File: config.mk
export PLATFORM = sky130hd
export DESIGN_NAME = fm_receiver_hls_mac_pipe
export DESIGN_NICKNAME = d
export VERILOG_FILES = /design/src/rtl/fm_receiver_hls_mac_pipe.sv
export SDC_FILE = /design/constraint.sdc
export NUM_CORES = 1
export LEC_CHECK = 0
export ABC_CLOCK_PERIOD_IN_PS = 10900
export CORE_UTILIZATION = 60
export DETAILED_ROUTE_END_ITERATION = 16
export PLACE_DENSITY = 0.79
export SYNTH_ARGS = -nofsm -noshare
export SYNTH_HDL_FRONTEND = slang
export SYNTH_SLANG_ARGS = --single-unit
File: constraint.sdc
create_clock -name clk -period 10.9 [get_ports clk]
set_input_delay 2.18 -clock clk [delete_from_list [all_inputs] [get_ports clk]]
set_output_delay 2.18 -clock clk [all_outputs]
set_load 0.05 [all_outputs]
File: src/rtl/fm_receiver_hls_mac_pipe.sv
// fm_receiver_hls_mac_pipe: pipelined signed multiply-accumulate engine.
// Windowed sum of products with round-half-up, saturation and overflow flag.
module fm_receiver_hls_mac_pipe #(
    parameter int ID         = 1,
    parameter int NUM_STAGE  = 3,
    parameter int din0_WIDTH = 16,
    parameter int din1_WIDTH = 16,
    parameter int ACC_WIDTH  = 40,
    parameter int dout_WIDTH = 16,
    parameter int SHIFT      = 15
) (
    input  logic                  clk,
    input  logic                  reset,
    input  logic                  ce,
    input  logic                  in_valid,
    input  logic [din0_WIDTH-1:0] din0,
    input  logic [din1_WIDTH-1:0] din1,
    input  logic                  acc_clr,
    input  logic                  acc_last,
    output logic [dout_WIDTH-1:0] dout,
    output logic                  dout_valid,
    output logic                  ovf
);

    localparam int PW = din0_WIDTH + din1_WIDTH;
    localparam int LS = NUM_STAGE - 1;

    localparam logic signed [ACC_WIDTH:0] ONE  = 1;
    localparam logic signed [ACC_WIDTH:0] RND  = (ONE <<< SHIFT) >>> 1;
    localparam logic signed [ACC_WIDTH:0] MAXV = (ONE <<< (dout_WIDTH - 1)) - ONE;
    localparam logic signed [ACC_WIDTH:0] MINV = ~MAXV;

    // Parameter sanity: an illegal configuration elaborates an empty marker block.
    if (NUM_STAGE < 1 || ACC_WIDTH < PW || SHIFT < 0 || SHIFT >= ACC_WIDTH || ID < 0) begin : g_bad_param
    end

    logic signed [PW-1:0] r_prod [NUM_STAGE];
    logic                 r_vld  [NUM_STAGE];
    logic                 r_clr  [NUM_STAGE];
    logic                 r_last [NUM_STAGE];

    logic signed [ACC_WIDTH-1:0]  r_acc;
    logic        [dout_WIDTH-1:0] r_dout;
    logic                         r_dout_valid;
    logic                         r_ovf;

    logic signed [PW-1:0]        w_prod;
    logic signed [ACC_WIDTH-1:0] w_ext;
    logic signed [ACC_WIDTH-1:0] w_acc_next;
    logic signed [ACC_WIDTH:0]   w_t;
    logic signed [ACC_WIDTH:0]   w_r;
    logic                        w_fire;

    assign w_prod = $signed(din0) * $signed(din1);

    // Product pipeline: full-precision product plus side-band flags.
    always_ff @(posedge clk) begin
        if (reset) begin
            for (int i = 0; i < NUM_STAGE; i++) begin
                r_prod[i] <= '0;
                r_vld[i]  <= 1'b0;
                r_clr[i]  <= 1'b0;
                r_last[i] <= 1'b0;
            end
        end else if (ce) begin
            r_prod[0] <= w_prod;
            r_vld[0]  <= in_valid;
            r_clr[0]  <= acc_clr;
            r_last[0] <= acc_last;
            for (int i = 1; i < NUM_STAGE; i++) begin
                r_prod[i] <= r_prod[i-1];
                r_vld[i]  <= r_vld[i-1];
                r_clr[i]  <= r_clr[i-1];
                r_last[i] <= r_last[i-1];
            end
        end
    end

    // Next accumulator value and the rounded, shifted candidate result.
    always_comb begin
        w_ext      = r_prod[LS];
        w_acc_next = r_acc;
        if (r_vld[LS]) begin
            if (r_clr[LS]) w_acc_next = w_ext;
            else           w_acc_next = r_acc + w_ext;
        end
        w_t    = w_acc_next;
        w_t    = w_t + RND;
        w_r    = w_t >>> SHIFT;
        w_fire = r_vld[LS] & r_last[LS];
    end

    // Accumulator and saturating output register.
    always_ff @(posedge clk) begin
        if (reset) begin
            r_acc        <= '0;
            r_dout       <= '0;
            r_dout_valid <= 1'b0;
            r_ovf        <= 1'b0;
        end else if (ce) begin
            r_acc        <= w_acc_next;
            r_dout_valid <= w_fire;
            if (w_fire) begin
                if (w_r > MAXV) begin
                    r_dout <= MAXV[dout_WIDTH-1:0];
                    r_ovf  <= 1'b1;
                end else if (w_r < MINV) begin
                    r_dout <= MINV[dout_WIDTH-1:0];
                    r_ovf  <= 1'b1;
                end else begin
                    r_dout <= w_r[dout_WIDTH-1:0];
                    r_ovf  <= 1'b0;
                end
            end
        end
    end

    assign dout       = r_dout;
    assign dout_valid = r_dout_valid;
    assign ovf        = r_ovf;

endmodule

==> flow_metrics.tcl <==
set metrics [dict create \
    status "finished clean" \
    clock_path_buffers 2 \
    worstHoldStart "r_acc[2]$_SDFFE_PP0P_" \
    comb_power_share 0.779 \
    postCtsHoldBufs 0 \
    routed_wl_mm 43.6 \
    whs_path_depth 2 \
    track_usage 0.277 \
    hold_path_class "flip-flop to flip-flop" \
    regArea_mm2 0.00431 \
    path_clk_slew_ns 0.07 \
    overflow 0 \
    intPower_mw 3.33 \
    cts_max_level 4 \
    p_leak_nw 9.64 \
    ys.flop_type "edfxtp_1" \
    filler_cell_count 2623 \
    p_per_area_mw_per_mm2 311 \
    path_class "primary input to flip-flop" \
    grt_pass1_vias 14900 \
    crit_path_end_kind "flip-flop" \
    die_w_um 182 \
    r2r_start "r_prod[0][64]$_SDFFCE_PN0P_" \
    synthXorXnorAreaFrac 0.0309 \
    num_io_pins 56 \
    synthAdderAreaFrac 0.348 \
    rsz0062_at_grt "no" \
    pwr-share-clk 0.091 \
    hold_violations 0 \
    synth_edf_count 105 \
    tightest_slew_ns 1.27 \
    synth.cell_area_mm2 0.0195 \
    hold_end "r_acc[2]$_SDFFE_PP0P_" \
    clock-sinks 163 \
    wl_per_cell_um 17.1 \
    fp-row-count 65 \
    synthSimpleGateAreaFrac 0.182 \
    grt_max_degree 88 \
    hold_slack_ns 0.472 \
    ys_seq_area_frac 0.221 \
    crit_start "din1[6]" \
    io_buffer_count 55 \
    path_buf_inv 4 \
    setup_ws_ns 1.83 \
    clock_latency_ns 0.45 \
    finalNonFillerCells 2549 \
    start_kind "primary input" \
    avgSynthCellArea_um2 9.27 \
    coreArea_mm2 0.0318 \
    r2r_slack_ns 4.95 \
    numCtsBuffers 17 \
    synth_top_area_share 0.269 \
    ant_nets 0 \
    max_freq_ghz 0.110 \
    antenna_found_initial 0 \
    area_growth_pct 6.64 \
    yosysWarnings 0 \
    skew_ns 0.0115 \
    route.detailed.drc 0 \
    power.total_mw 6.48 \
    antenna_cells 0 \
    required_ns 11.09 \
    nets 2524 \
    root_buffer "clkbuf_16" \
    cpPeakStageDelay_ns 0.88 \
    swShare 0.486 \
    die_area_mm2 0.0333 \
    synth_top_family_by_area "adder cells" \
    ys_ff_latch 163 \
    cp_slowest_cell "clkdlybuf4s50_1" \
    setup_viol 0 \
    path_cells "clkdlybuf4s50_1 > nand2_1 > fa_1 > inv_1 > fa_1 > fa_1 > inv_1 > fa_1 > inv_1 > fa_1 > fa_1 > ha_1 > and2_1 > a22o_1 > a311o_1 > nand2_1 > o2111ai_1 > a31oi_1 > o21ai_0 > a211oi_1 > nor2_1 > a31oi_1 > xnor2_1 > nor2_1" \
    pwr-share-seq 0.130 \
    r2r_end "dout[9]$_SDFFE_PP0P_" \
    gp_congestion 0.926 \
    cts_setup_buffers 0 \
    async_flop_share 0 \
    synth.largest_area_cell "fa_1" \
    peakVddDrop_uv 292 \
    synthesis.nets 2530 \
    grt_pass1_wl_mm 73.6 \
    die_h_um 182 \
    critPathArrivalTime_ns 9.26 \
    crit_family "adder cells" \
    min_period_ns 9.07 \
    cts_resized 0 \
    ys_types 96 \
    multi_input_area_mm2 0.0135 \
    timing.max_cap.violations 0 \
    setup_tns_ns 0 \
    worst_r2r_path_depth 17 \
    timing.slew.headroom 0.142 \
    yosys-top-cells-area "fa_1 (27%), edfxtp_1 (16%), ha_1 (7.8%), inv_1 (6.4%), dfxtp_1 (5.9%)" \
    crit_top_cell "fa_1" \
    drtIter0Drc 1038 \
    drive_above_1_share 0.0473 \
    synthMuxAreaShare 0.00839 \
    firstDrtPassIters 7 \
    critPathMaxFanout 16 \
    p_switching_mw 3.15 \
    initial_core_util 0.615 \
    routed_via_density 5.66 \
    dp_hpwl_mm 34.5 \
    drv_slew 0 \
    synth_compound_area_frac 0.120 \
    cts_tree "built" \
    dp_cells 2517 \
    post-route-period-util 0.833 \
    vias 14400 \
    syn_inst 2107 \
    dp_slack_ns 1.36 \
]
kinds of logic (layout without fill, tap and decap cells):
group,after synthesis,count (layout)
DFF,163,163
buffers and inverters,430,437
adders and majority gates,385,385
AOI/OAI and AO/OA,332,332
and+or+nand+nor,712,712
xor gates and xnor gates,69,69
muxes,16,16
synthesized netlist by cell type, types with 4 or more instances:
cell type and number:
nor2_1 127, nor4b_1 5, o211ai_1 13, o22ai_1 8, a21oi_2 4, xor2_1 21, dfxtp_1 58, inv_1 335
nand3_1 31, and3_1 12, and2_1 182, nand4_1 9, and4_1 5, o21bai_1 9, a21oi_1 78, nor3_1 25
a311oi_2 10, nand2_1 250, fa_1 263, a221oi_1 5, ha_1 122, clkbuf_1 75, o2111ai_1 7, edfxtp_1 105
o211a_1 5, a311oi_1 10, or3_1 10, o21ai_0 57, mux2i_1 13, a21o_1 35, xnor2_1 48, nor2b_1 10
a211oi_1 21, buf_6 6, a31oi_1 12, nor4_1 4, and2b_2 4, o21a_1 12, clkbuf_8 5, nand2b_1 12
registers in the layout, indices dropped and copies added (netlist names):
name,count
dout_valid,1
r_vld,3
ovf,1
dout,16
r_prod,96
r_last,3
r_acc,40
r_clr,3
worst reg2reg max path, stage by stage, from the launching register on:
cell and delay (ns):
edfxtp_1 0.40, ha_1 0.25, fa_1 0.43, a211oi_1 0.24
nor2_1 0.12, o21ai_1 0.32, a211oi_1 0.24, o21a_1 0.26
o211a_1 0.28, or3_4 0.39, a211o_1 0.29, or4b_1 0.68
nor4b_4 0.45, mux2i_1 0.24, a22o_1 0.15, a31oi_1 0.12
o21bai_2 0.73, a311oi_2 0.20
power groups by stage:
stage / registers (mW) / clock network, mW / logic (mW)
2_1_floorplan: 0.852 / 0 / 4.11
3_3_place_gp: 0.853 / 0 / 4.85
3_5_place_dp: 0.857 / 0 / 5.06
4_1_cts: 0.843 / 0.601 / 5.08
5_1_grt: 0.853 / 0.621 / 5.75
6_report: 0.843 / 0.588 / 5.05
how the worst max path moves through the flow:
stage	to	slack (ns)	depth (start not counted)
5_1_grt	r_prod[0][31]$_SDFFCE_PN0P_	1.49	24
3_3_place_gp	r_prod[0][31]$_SDFFCE_PN0P_	1.54	24
2_1_floorplan	r_prod[0][31]$_SDFFCE_PN0P_	2.61	24
3_5_place_dp	r_prod[0][31]$_SDFFCE_PN0P_	1.36	24
4_1_cts	r_prod[0][31]$_SDFFCE_PN0P_	1.83	24
6_report	r_prod[0][31]$_SDFFCE_PN0P_	1.83	24
metrics by stage:
| stage | util | cell area, um^2 |
|---|---|---|
| 6_report | 0.655 | 20800 |
| 5_1_grt | 0.655 | 20800 |
| 4_1_cts | 0.655 | 20800 |
| 3_5_place_dp | 0.637 | 20200 |
| 3_3_place_gp | 0.637 | 20200 |
| 2_1_floorplan | - | 19500 |
cell usage in the layout (no fill, tap or decap), types with 12 or more instances in the layout:
cell type          n
a211oi_1          21
a21o_1            35
a21oi_1           78
a31oi_1           12
and2_1           182
and3_1            12
buf_4             15
clkbuf_16         17
clkdlybuf4s50_1   54
dfxtp_1           58
edfxtp_1         105
fa_1             263
ha_1             122
inv_1            334
mux2i_1           13
nand2_1          250
nand2b_1          12
nand3_1           31
nor2_1           126
nor3_1            25
o211ai_1          13
o21a_1            12
o21ai_0           57
xnor2_1           48
xor2_1            21
area by class of cell:
| class | instances | area share |
|---|---|---|
| inverters | 335 | 0.0605 |
| clock inverters | 15 | 0.00805 |
| repair buffers | 70 | 0.0316 |
| multi-input cells | 1514 | 0.646 |
| flip-flops and latches | 163 | 0.207 |
| clock buffers | 17 | 0.0204 |
| well taps | 435 | 0.0261 |
metal layers:
| layer | share of wire | wire, um | GRT usage |
|---|---|---|---|
| met1 | 0.44 | 19100 | 0.367 |
| met5 | 0 | 0 | 0 |
| met2 | 0.49 | 21300 | 0.482 |
| met3 | 0.055 | 2400 | 0.0305 |
| met4 | 0.019 | 807 | 0.0790 |
No activity file was read; power rests on OpenSTA's default activity.
